<file path="src/rtl/spi_slave_rx.sv">
// SPI mode-3 (CPOL=1, CPHA=1) slave receiver: oversamples sclk/mosi/ss in the clk100M domain,
// deserialises words and hands them to the fabric through a valid/ready holding register.
module spi_slave_rx #(
    parameter int DATA_W    = 16,
    parameter int MSB_FIRST = 1
) (
    input  logic              clk100M,
    input  logic              rst_n,
    input  logic              sclk,
    input  logic              mosi,
    input  logic              ss,
    output logic [DATA_W-1:0] rx_data,
    output logic              rx_valid,
    input  logic              rx_ready,
    output logic              frame_err,
    output logic              overrun,
    input  logic              ovr_clr,
    output logic              busy
);

    localparam int CNT_W = $clog2(DATA_W) + 1;

    typedef enum logic {
        IDLE,
        SHIFT
    } state_t;

    state_t             state_q, state_d;
    logic               sclk_s1, sclk_s2, sclk_d;
    logic               mosi_s1, mosi_s2;
    logic               ss_s1, ss_s2, ss_d;
    logic               sclk_rise, ss_fall, ss_rise;
    logic [DATA_W-1:0]  shift_q, shift_d, shifted;
    logic [CNT_W-1:0]   cnt_q, cnt_d;
    logic [DATA_W-1:0]  word_q, word_d;
    logic               done_q, done_d;
    logic               frame_err_d;
    logic               consume, ovr_evt;

    // sclk and ss idle high, so their synchroniser stages reset high to avoid false edges.
    always_ff @(posedge clk100M or negedge rst_n) begin
        if (!rst_n) begin
            sclk_s1 <= 1'b1;
            sclk_s2 <= 1'b1;
            sclk_d  <= 1'b1;
            mosi_s1 <= 1'b0;
            mosi_s2 <= 1'b0;
            ss_s1   <= 1'b1;
            ss_s2   <= 1'b1;
            ss_d    <= 1'b1;
        end else begin
            sclk_s1 <= sclk;
            sclk_s2 <= sclk_s1;
            sclk_d  <= sclk_s2;
            mosi_s1 <= mosi;
            mosi_s2 <= mosi_s1;
            ss_s1   <= ss;
            ss_s2   <= ss_s1;
            ss_d    <= ss_s2;
        end
    end

    assign sclk_rise = sclk_s2 & ~sclk_d;
    assign ss_fall   = ~ss_s2 & ss_d;
    assign ss_rise   = ss_s2 & ~ss_d;
    assign busy      = ~ss_s2;

    always_comb begin
        if (MSB_FIRST != 0) begin
            shifted = {shift_q[DATA_W-2:0], mosi_s2};
        end else begin
            shifted = {mosi_s2, shift_q[DATA_W-1:1]};
        end
    end

    always_ff @(posedge clk100M or negedge rst_n) begin
        if (!rst_n) begin
            state_q   <= IDLE;
            shift_q   <= '0;
            cnt_q     <= '0;
            word_q    <= '0;
            done_q    <= 1'b0;
            frame_err <= 1'b0;
        end else begin
            state_q   <= state_d;
            shift_q   <= shift_d;
            cnt_q     <= cnt_d;
            word_q    <= word_d;
            done_q    <= done_d;
            frame_err <= frame_err_d;
        end
    end

    // ss_rise is checked before sampling so a coincident sclk edge never contributes a bit.
    always_comb begin
        state_d     = state_q;
        shift_d     = shift_q;
        cnt_d       = cnt_q;
        word_d      = word_q;
        done_d      = 1'b0;
        frame_err_d = 1'b0;
        case (state_q)
            IDLE: begin
                if (ss_fall) begin
                    state_d = SHIFT;
                    cnt_d   = '0;
                    shift_d = '0;
                end
            end
            SHIFT: begin
                if (ss_rise) begin
                    state_d     = IDLE;
                    frame_err_d = (cnt_q != '0);
                    cnt_d       = '0;
                    shift_d     = '0;
                end else if (sclk_rise && !ss_s2) begin
                    shift_d = shifted;
                    if (cnt_q == CNT_W'(DATA_W - 1)) begin
                        cnt_d  = '0;
                        word_d = shifted;
                        done_d = 1'b1;
                    end else begin
                        cnt_d = cnt_q + 1'b1;
                    end
                end
            end
            default: state_d = IDLE;
        endcase
    end

    assign consume = rx_valid & rx_ready;
    assign ovr_evt = done_q & rx_valid & ~consume;

    // A word arriving while the previous one is still unconsumed is dropped and flagged.
    always_ff @(posedge clk100M or negedge rst_n) begin
        if (!rst_n) begin
            rx_data  <= '0;
            rx_valid <= 1'b0;
            overrun  <= 1'b0;
        end else begin
            if (done_q && (!rx_valid || consume)) begin
                rx_data  <= word_q;
                rx_valid <= 1'b1;
            end else if (consume) begin
                rx_valid <= 1'b0;
            end
            if (ovr_evt) begin
                overrun <= 1'b1;
            end else if (ovr_clr) begin
                overrun <= 1'b0;
            end
        end
    end

endmodule

</file>
<file path="config.mk">
export PLATFORM = sky130hd
export DESIGN_NAME = spi_slave_rx
export DESIGN_NICKNAME = d
export VERILOG_FILES = /design/src/rtl/spi_slave_rx.sv
export SDC_FILE = /design/constraint.sdc
export NUM_CORES = 1
export LEC_CHECK = 0
export BUFFER_PORTS_ARGS = -buffer_cell sky130_fd_sc_hd__clkbuf_2
export CAP_MARGIN = 20
export CORE_MARGIN = 1
export CORE_UTILIZATION = 57
export CTS_CLUSTER_DIAMETER = 200
export DETAILED_ROUTE_END_ITERATION = 8
export HOLD_SLACK_MARGIN = 0.1
export PLACE_DENSITY = 0.87
export SETUP_SLACK_MARGIN = 0.5
export SLEW_MARGIN = 25
export SYNTH_ARGS = -nofsm -noshare
export SYNTH_HDL_FRONTEND = slang
export SYNTH_SLANG_ARGS = --single-unit
export TNS_END_PERCENT = 50
</file>
<file path="constraint.sdc">
create_clock -name clk100M -period 2.1 [get_ports clk100M]
set_input_delay 0.21 -clock clk100M [delete_from_list [all_inputs] [get_ports clk100M]]
set_output_delay 0.21 -clock clk100M [all_outputs]
set_load 0.02 [all_outputs]
</file>
==> summary.md <==
| Metric | Value |
|---|---|
| Min Tclk post-route | `1.602 ns` |
| Peak Freq | `624.4 MHz` |
| Most frequent cells in the layout | `58 x dfrtp_1, 36 x nand2_1, 27 x mux2_2` |
| Area after DPL | `0.002696 sq mm` |
| Hold Path Sink | `rx_valid` |
| R2R setup slack | `0.50 ns` |
| Full die area | `0.004675 sq mm` |
| Final Cell Area | `0.003095 sq mm` |
| Commonest non-fill, non-tap cell in the layout | `dfrtp_1` |
| Yosys cell types | `31` |
| Post-Syn Area per Cell | `13.08 sq um` |
| Slew headroom | `62.80%` |
| Initial Util | `61.02%` |
| FF+latch count, synth | `65` |
| Seq pwr share | `51.5%` |
| Clk slew on worst S/H paths | `0.07 ns` |
| DR iter-0 viols | `66` |
| Worst R2R End | `word_q[10]` |
| 1st-pass router iterations | `4` |
| R2R depth | `5` |
| Area delta synth->final | `23.27%` |
| Logic gate share of total power | `7.4%` |
| Worst Path Max Fanout | `5` |
| Fin. max-slew vios | `0` |
| Critical path endpoint category | `register` |
| ANT cells | `0` |
| Worst path slowest cell | `dfrtp_1` |
| Sw frac | `24.07%` |
| H-tree depth | `3` |
| Core area | `0.004115 sq mm` |
| CP bufs+invs | `0` |
| Max Clock Skew | `0.009062 ns` |
| RR Startpoint | `cnt_q[1]` |
| Congestion Overflow GR | `0` |
| Initial antenna violation count | `0` |
| Total GRT Usage | `20.73%` |
| Required time of the critical path | `2.33 ns` |
| Max clock buf depth | `2` |
| Vias per cell | `5.354` |
| Worst slew pin tran | `0.5580 ns` |
| Overall routed net length | `4459 microns` |
| Sequential-to-total area share from yosys stat | `65.07%` |
| Internal power | `1.948 mW` |
| RePlAce Congestion | `0.7896` |
| CP top delay family | `simple AND/OR/NAND/NOR gates` |
| ANT nets after route | `0` |
| Net count reported at finish | `248` |
| I/O Pins | `27` |
| Clock Power Share | `41.2%` |
| Critical-path cell list | `ha_4 -> nand3_4 -> nor2_4 -> nand3_2 -> mux2_2` |
| Status | `completed` |
| CTS tree | `yes` |
| Hold depth | `3` |
| Num rows | `23` |
| RSZ-0062 raised after global routing | `true` |
| # setup viols final | `0` |
| Synthesized area | `0.002511 sq mm` |
| Async SR Flop Fraction | `100.0%` |
| Pleak | `1.537 nW` |
| Half-perimeter wire length after placement | `2570 microns` |
| FILL cells | `256` |
| Chip width | `68.38 microns` |
| Worst ir drop on vdd | `0.5421 mV` |
| Vias in the first global route | `1436` |
| Net Count, Synth | `201` |
| CTS buffer count | `9` |
| Switching pwr | `617.6 uW` |
| Clk sink count | `65` |
| CP Class | `register to register` |
| HP Class | `input port to register` |
| First-pass GRT wire length | `6520 microns` |
| CTS Root Cell | `clkbuf_8` |
| # port buffers | `26` |
| Layout cells sized above 1 | `41.39%` |
| Setup TNS | `0 ns` |
| Fin. Hold Viols | `0` |
| HP Start | `rx_ready` |
| DRC viols | `0` |
| Later-pin clock latency in the skew report | `0.34 ns` |
| Final period util | `76.27%` |
| Synth Flop Type | `dfrtp_1` |
| DP Worst Slack | `0.4383 ns` |
| Power density over the cells | `828.8 mW/mm^2` |
| Largest net degree at the start of global routing | `31` |
| Yosys warnings | `0` |
| Largest stage delay, worst path | `0.43 ns` |
| Setup WS post-layout | `0.4983 ns` |
| Vias | `1574` |
| Max-cap violation count | `0` |
| WL/cell | `15.17 microns` |
| EDFF count, synth | `0` |
| Synthesized instance count | `192` |
| Critical path startpoint category | `register` |
| Die Height | `68.38 microns` |
| Critical path arrival | `1.83 ns` |
| Tot Pwr | `2.565 mW` |
[Yosys cell counts (2+ instances only)]
library cell / instances / share of area (%)
a21oi_1: 2 / 0.40
buf_2: 4 / 0.80
buf_6: 2 / 0.90
clkbuf_1: 2 / 0.30
dfrtp_1: 59 / 59
dfstp_2: 6 / 6.3
ha_1: 2 / 1.0
inv_1: 8 / 1.2
mux2_1: 5 / 2.2
mux2_2: 28 / 13
nand2_1: 36 / 5.4
nand2b_1: 3 / 0.75
nor2_1: 2 / 0.30
nor2b_1: 2 / 0.50
o21ai_0: 11 / 2.2
o21ai_1: 5 / 1.0
[layer usage]
layer,global-route usage (%),share of wire (%),up-vias
met4,10.94,0.92,0
li1,-,-,756
met2,31.99,49,50
met3,9.333,6.1,4
met1,24.12,43,764
met5,0,0,-
[state kept, by name (all words and copies together), names as in the netlist]
signal,count
rx_data,16
word_q,16
shift_q,15
cnt_q,5
done_q,1
frame_err,1
mosi_s1,1
mosi_s2,1
overrun,1
rx_valid,1
sclk_d,1
sclk_s1,1
sclk_s2,1
ss_d,1
ss_s1,1
ss_s2,1
state_q,1
[power groups by stage]
stage	Clock, mW	Combinational, mW	Sequential, mW
after detailed placement	0	0.147	1.34
after floorplan	0	0.0948	1.33
after global routing	1.14	0.208	1.32
after global placement	0	0.139	1.33
after CTS	1.08	0.158	1.31
final	1.06	0.189	1.32
[cell families (layout without fill, tap and decap cells)]
group                      after synthesis  in the layout  share of synthesized area [%]
AOI/OAI and AO/OA                       23             24                          5.282
DFF                                     65             65                          65.07
adders and majority gates                2              2                         0.9964
buffers and inverters                   16             65                          3.189
and+or+nand+nor                         53             55                          10.66
muxes                                   33             33                          14.80
[metrics by stage]
step,hold slack [ns],instances,util [%]
final,0.1752,294,75.22
after global routing,0.1806,294,75.22
after CTS,0.1627,286,72.09
after detailed placement,0.2271,264,65.52
after global placement,0.2218,264,65.52
after floorplan,-0.08559,192,-
[worst max path at each step]
stage | startpoint | end | slack, ns | cells after the start
6_report | cnt_q[1] | word_q[10] | 0.50 | 5
5_1_grt | cnt_q[1] | word_q[8] | 0.45 | 5
4_1_cts | state_q | shift_q[8] | 0.48 | 4
3_5_place_dp | ss_d | cnt_q[2] | 0.44 | 4
3_3_place_gp | cnt_q[1] | word_q[13] | 0.50 | 5
2_1_floorplan | cnt_q[1] | word_q[11] | 0.59 | 6
[worst reg2reg max path, delay by kind of cell, from the launching register on]
kind                       cells  cell delay (ns)
muxes                          1             0.32
and+or+nand+nor                3             0.56
DFF                            1             0.43
adders and majority gates      1             0.18
[area by class of cell]
| cell class | count | area (sq um) | area share [%] |
|---|---|---|---|
| clock inverter | 6 | 66.31 | 2.142 |
| timing repair buffer | 41 | 280.3 | 9.054 |
| sequential | 65 | 1635 | 52.83 |
| clock buffer | 10 | 137.6 | 4.446 |
| multi-input combinational | 114 | 883.3 | 28.54 |
| inverter | 8 | 30.03 | 0.9701 |
| tap | 50 | 62.56 | 2.021 |
[what timing repair did]
action / in CTS / in global routing
hold buffers: 5 / 0
gates cloned: 1 / 2
resized for setup: 3 / 15
setup buffers: 0 / 6
endpoints found under the setup margin: 22 / 35
hold endpoints to repair: 23 / 0
pin swaps: 0 / 3
Power figures use the tool's default switching activity.
